## src/rtl/bin_lookup_sequencer.sv

```systemverilog
// bin_lookup_sequencer: binary search of the sorted BIN ROM for one key,
// then hand the index/found flags to getBankName, wait for its answer (or
// give up after NAME_TIMEOUT cycles) and present the latched bank name to
// the UI on a valid/ack handshake.
module bin_lookup_sequencer #(
  parameter int DEPTH        = 2638,
  parameter int ADDR_W       = 12,
  parameter int KEY_W        = 20,
  parameter int NAME_W       = 100,
  parameter int NAME_TIMEOUT = 15
) (
  input  logic              CLOCK_50,
  input  logic              resetn,
  input  logic              start,
  input  logic [KEY_W-1:0]  bin_in,
  output logic              busy,
  output logic [ADDR_W-1:0] bin_rom_addr,
  input  logic [KEY_W-1:0]  bin_rom_q,
  output logic [ADDR_W-1:0] found_index,
  output logic              binary_search_done,
  output logic              binary_search_found,
  input  logic [NAME_W-1:0] bank_name_in,
  input  logic              bank_name_search_done,
  output logic [NAME_W-1:0] result_name,
  output logic              result_found,
  output logic              result_timeout,
  output logic              result_valid,
  input  logic              result_ack
);

  localparam int TMO_W = $clog2(NAME_TIMEOUT + 1);
  localparam logic [ADDR_W:0] HI_INIT = (ADDR_W+1)'(DEPTH - 1);

  typedef enum logic [2:0] {
    S_IDLE, S_ADDR, S_WAIT, S_CMP, S_NAME_WAIT, S_RESULT
  } state_t;

  state_t              state_q, state_d;
  logic [KEY_W-1:0]    key_q, key_d;
  // lo/hi carry one extra bit so lo=DEPTH and hi=mid-1 never wrap
  logic [ADDR_W:0]     lo_q, lo_d, hi_q, hi_d;
  logic [ADDR_W-1:0]   addr_q, addr_d;
  logic [ADDR_W-1:0]   fidx_q, fidx_d;
  logic                found_q, found_d;
  logic [TMO_W-1:0]    tmo_q, tmo_d;
  logic [NAME_W-1:0]   rname_q, rname_d;
  logic                rfound_q, rfound_d;
  logic                rtmo_q, rtmo_d;

  logic [ADDR_W:0]     mid_sum, mid_ext, lo_n, hi_n;
  logic [ADDR_W-1:0]   mid_w;
  logic                miss;

  // state and datapath registers; reset aborts any lookup in flight
  always_ff @(posedge CLOCK_50 or negedge resetn) begin
    if (!resetn) begin
      state_q  <= S_IDLE;
      key_q    <= '0;
      lo_q     <= '0;
      hi_q     <= '0;
      addr_q   <= '0;
      fidx_q   <= '0;
      found_q  <= 1'b0;
      tmo_q    <= '0;
      rname_q  <= '0;
      rfound_q <= 1'b0;
      rtmo_q   <= 1'b0;
    end else begin
      state_q  <= state_d;
      key_q    <= key_d;
      lo_q     <= lo_d;
      hi_q     <= hi_d;
      addr_q   <= addr_d;
      fidx_q   <= fidx_d;
      found_q  <= found_d;
      tmo_q    <= tmo_d;
      rname_q  <= rname_d;
      rfound_q <= rfound_d;
      rtmo_q   <= rtmo_d;
    end
  end

  // next-state: one probe is ADDR -> WAIT -> CMP, then name handshake
  always_comb begin
    state_d  = state_q;
    key_d    = key_q;
    lo_d     = lo_q;
    hi_d     = hi_q;
    addr_d   = addr_q;
    fidx_d   = fidx_q;
    found_d  = found_q;
    tmo_d    = tmo_q;
    rname_d  = rname_q;
    rfound_d = rfound_q;
    rtmo_d   = rtmo_q;
    mid_sum  = lo_q + hi_q;
    mid_w    = ADDR_W'(mid_sum >> 1);
    mid_ext  = {1'b0, addr_q};
    lo_n     = lo_q;
    hi_n     = hi_q;
    miss     = 1'b0;
    case (state_q)
      S_IDLE: if (start) begin
        key_d    = bin_in;
        lo_d     = '0;
        hi_d     = HI_INIT;
        fidx_d   = '0;
        found_d  = 1'b0;
        rname_d  = '0;
        rfound_d = 1'b0;
        rtmo_d   = 1'b0;
        state_d  = S_ADDR;
      end
      S_ADDR: begin
        addr_d  = mid_w;
        state_d = S_WAIT;
      end
      S_WAIT: state_d = S_CMP;
      S_CMP: begin
        tmo_d = '0;
        if (bin_rom_q == key_q) begin
          fidx_d  = addr_q;
          found_d = 1'b1;
          state_d = S_NAME_WAIT;
        end else begin
          if (bin_rom_q < key_q)  lo_n = mid_ext + (ADDR_W+1)'(1);
          else if (addr_q == '0)  miss = 1'b1;
          else                    hi_n = mid_ext - (ADDR_W+1)'(1);
          if (miss || (lo_n > hi_n)) begin
            fidx_d  = '0;
            found_d = 1'b0;
            state_d = S_NAME_WAIT;
          end else begin
            lo_d    = lo_n;
            hi_d    = hi_n;
            state_d = S_ADDR;
          end
        end
      end
      S_NAME_WAIT: begin
        if (bank_name_search_done) begin
          rname_d  = bank_name_in;
          rfound_d = found_q;
          rtmo_d   = 1'b0;
          state_d  = S_RESULT;
        end else if (tmo_q == TMO_W'(NAME_TIMEOUT)) begin
          rname_d  = '0;
          rfound_d = 1'b0;
          rtmo_d   = 1'b1;
          state_d  = S_RESULT;
        end else begin
          tmo_d = tmo_q + TMO_W'(1);
        end
      end
      S_RESULT: if (result_ack) state_d = S_IDLE;
      default:  state_d = S_IDLE;
    endcase
  end

  assign busy                = (state_q != S_IDLE);
  assign bin_rom_addr        = addr_q;
  assign found_index         = fidx_q;
  assign binary_search_done  = (state_q == S_NAME_WAIT);
  assign binary_search_found = found_q;
  assign result_name         = rname_q;
  assign result_found        = rfound_q;
  assign result_timeout      = rtmo_q;
  assign result_valid        = (state_q == S_RESULT);

endmodule

```

## config.mk

```make
export PLATFORM = sky130hd
export DESIGN_NAME = bin_lookup_sequencer
export DESIGN_NICKNAME = d
export VERILOG_FILES = /design/src/rtl/bin_lookup_sequencer.sv
export SDC_FILE = /design/constraint.sdc
export NUM_CORES = 1
export LEC_CHECK = 0
export CORE_MARGIN = 2
export CORE_UTILIZATION = 47
export DETAILED_ROUTE_END_ITERATION = 10
export GPL_TIMING_DRIVEN = 0
export PLACE_DENSITY = 0.83
export RECOVER_POWER = 100
export SETUP_SLACK_MARGIN = 0.5
export SYNTH_ARGS = -nofsm -noshare
export SYNTH_HDL_FRONTEND = slang
export SYNTH_SLANG_ARGS = --single-unit
```

## constraint.sdc

```tcl
create_clock -name CLOCK_50 -period 4.9 [get_ports CLOCK_50]
set_input_delay 1.47 -clock CLOCK_50 [delete_from_list [all_inputs] [get_ports CLOCK_50]]
set_output_delay 1.47 -clock CLOCK_50 [all_outputs]
set_load 0.05 [all_outputs]
```

==> summary.txt <==
Route
  – DRT Pass-1 Iters: 6
  – DR vias: 7,673
  – Initial drt markers: 515
  – Total wire length: 28,400 microns
  – Vias per cell: 5.68
  – Final ANT Viol Nets: 0
  – Residual DRC: 0
  – WL/cell: 21.0 microns

Clock tree
  – Longest Clk Path Bufs: 2
  – Clock-pin slew on the worst setup and hold paths: 0.06 ns
  – Clock latency on the worst-skew pair: 0.44 ns
  – Clock root buffer: clkbuf_16
  – H-tree depth: 4
  – CTS buffer count: 17
  – Hold_buf cts: 0
  – CTS tree: built
  – Clk sinks: 180

Synthesis
  – Share of flip-flops with an asynchronous set or reset: 1.00
  – Post-Synthesis Cells: 787
  – #FFs+latches synth: 180
  – Syn_area_per_cell: 11.0 sq um
  – Post-synthesis cell type count: 61
  – Synth area leaders: dfrtp_1, a22o_1, ha_1, nand2_1, o21ai_0
  – Main flop type after synthesis: dfrtp_1
  – Sequential-to-total area share from yosys stat: 0.520
  – Syn Nets: 980
  – Mapped Area: 8660 sq um
  – Largest area contributor in the netlist: dfrtp_1
  – Post-synth EDFFs: 0
  – Synth warn: 0
  – Share of the synthesized area in the top cell type: 0.520

Layout
  – Filler cells: 1,271
  – Area growth, synth to finish: 49.6%
  – Non-filler cells, final: 1,351
  – Most common cell after layout, fill and taps aside: dfrtp_1
  – Antenna diode count: 0
  – # nets final: 1,302
  – Commonest cells after routing, fill and taps aside: dfrtp_1, dlygate4sd3_1, clkdlybuf4s50_1
  – Layout cell share with drive strength beyond 1: 0.130

Floorplanning
  – Starting density of the core: 0.481
  – I/O pins: 275
  – Core region area: 18,000 sq um
  – Die width: 140 microns
  – Die H: 140 microns
  – Core Rows: 49
  – Die Area: 19,500 sq um

STA
  – Unrepaired setup endpoints after global routing: true
  – Final Cycle Share: 0.984
  – Clock skew: 0.0145 ns
  – Min Tclk post-route: 4.82 ns
  – Slew margin rel.: -0.266
  – PnR worst setup slack: 0.0776 ns
  – Setup violators final: 0
  – Slew @ Worst Pin: 1.90 ns
  – Slew Viols, Final: 79
  – Fin. Hold Viols: 0
  – F_max: 0.207 GHz

Pwr
  – Pwr dens: 649 nW/um^2
  – Combinational power share: 0.575
  – Internal power: 4.55 mW
  – Sw Share: 0.459
  – Clock power share: 0.164
  – Static leakage: 6.25 nW
  – Reg power frac: 0.262
  – Switch Pwr: 3.86 mW
  – VDD IR max: 0.442 mV

GRT
  – Tot GR Track Use: 0.288
  – Met1 usage: 0.351
  – First-pass GRT wire length: 43,600 microns
  – GRT met3 Usage: 0.0664
  – Grt met2 use: 0.509
  – Initial antenna violation count: 0
  – Aggregate global routing overflow: 0
  – Largest net degree at the start of global routing: 104
  – Vias in the first global route: 7,634
  – GRT busiest layer: met2

Worst setup path
  – Register-to-Register Path Depth: 21
  – Slowest CP cell: o41ai_4
  – Critical path endpoint category: flop
  – Critical path depth: 21
  – CP Buf/Inv Count: 6
  – Slowest stage delay, CP: 0.40 ns
  – Crit-path cells: buf_8, ha_4, and4_4, and4_4, o21ai_4, o211ai_4, inv_2, nor2_4, buf_6, mux2i_1, ha_1, a21o_1, nand3_2, a21oi_2, o41ai_4, nand3_2, or2_1, clkbuf_8, buf_12, buf_8, o221a_1
  – Req. time, crit path: 5.22 ns
  – Kind of critical path: input pin to flop
  – CP top delay family: simple AND/OR/NAND/NOR gates
  – CP arrival: 5.14 ns
  – CP Max Fanout: 5
  – Startpoint types: input pin

Outcome
  – Status: finished, violations left
  – Failing checks: capacitance limit, slew limit

Worst hold path
  – Worst Hold Depth: 2
  – Min-delay worst type: flop to flop

Placed design
  – Buffers on Ports: 274
  – DP Cell Count: 1,291
  – Post-DP HPWL: 20,500 microns
  – Dpl ws: -1.29 ns
  – GP Congestion: 0.898

Run
  – Max-cap viol count: 1
layout make-up:
type	count	area [sq um]	share of cell area
Timing Repair Buffer	303	2980	0.230
Clock inverter	14	161	0.0125
Clock buffer	18	439	0.0339
Inverter	30	113	0.00869
Buffer	55	280	0.0216
Multi-Input combinational cell	522	4200	0.324
Tap cell	229	287	0.0221
Sequential cell	180	4500	0.348
power by group through the flow:
stage	sequential (mW)	combinational [mW]	clock [mW]
CTS	2.21	4.78	1.41
detailed placement	2.23	4.32	0
global placement	2.20	4.22	0
global route	2.24	5.14	1.46
floorplan	3.11	2.00	0
finish	2.20	4.83	1.38
registers in the layout, indices dropped and copies added (netlist names):
register / count
result_timeout: 1
key_q: 20
result_found: 1
found_index: 12
state_q: 3
tmo_q: 4
binary_search_found: 1
result_name: 100
hi_q: 13
lo_q: 13
bin_rom_addr: 12
path summary, 6_finish.rpt:
kind,startpoint,end,slack [ns]
max,bin_rom_q[9],hi_q[9],0.08
min,key_q[0],key_q[0],0.49
max reg2reg,bin_rom_addr[0],hi_q[9],0.18
min reg2reg,key_q[0],key_q[0],0.49
max in group asynchronous,resetn,lo_q[1],0.97
min in group asynchronous,resetn,result_name[72],1.53
synth_stat cells (all sizes together), types with 4 or more instances:
cell and count:
dfrtp 180, o221a 6, and4 5, nand3 14, o31ai 5, clkbuf 36
xnor2 11, a21oi 19, o21ai 63, a221o 5, a22o 113, mux2 4
nor2 31, a21o 4, nand2 81, ha 47, inv 30, xor2 21
nand2b 8, and2 7, o211a 5, buf 19, and3 6, nand4 5
mux2i 21, or2 5
timing repair:
| action | 4_1_cts | 5_1_grt |
|---|---|---|
| endpoints found under the setup margin | 41 | 41 |
| pin swaps | 43 | 23 |
| gates resized for setup | 117 | 21 |
| cloned | 0 | 0 |
| buffers inserted | 23 | 5 |
worst reg2reg max path: cells and delay by family (launching register included):
family / cells / cell delay, ns
DFF: 1 / 0.39
muxes: 1 / 0.11
and+or+nand+nor: 7 / 1.41
adders and majority gates: 2 / 0.55
AOI/OAI and AO/OA: 4 / 0.90
buffers and inverters: 7 / 1.24
per-layer routing:
layer  vias up  routed length [microns]
met5         -                        0
met4         0                      779
met2       300                    14800
met1      3823                    11100
li1       3509                        -
met3        41                     1740
through the flow:
step / TNS [ns] / util / hold WS (ns) / power [mW] / area, sq um
2_1_floorplan: -0.202 / - / 0.450 / 5.12 / 8820
3_3_place_gp: -948.96 / 0.657 / 0.466 / 6.43 / 11800
3_5_place_dp: -47.01 / 0.659 / 0.467 / 6.55 / 11900
4_1_cts: -0.243 / 0.714 / 0.491 / 8.39 / 12900
5_1_grt: -0.333 / 0.719 / 0.505 / 8.85 / 13000
6_report: 0 / 0.719 / 0.488 / 8.41 / 13000
kinds of logic after synthesis:
logic type,after synthesis,synth area share
xor gates and xnor gates,32,0.0323
muxes,25,0.0299
AOI/OAI and AO/OA,239,0.209
adders and majority gates,48,0.0702
DFF,180,0.520
buffers and inverters,85,0.0396
and+or+nand+nor,178,0.0996
No activity file was read; power rests on OpenSTA's default activity.
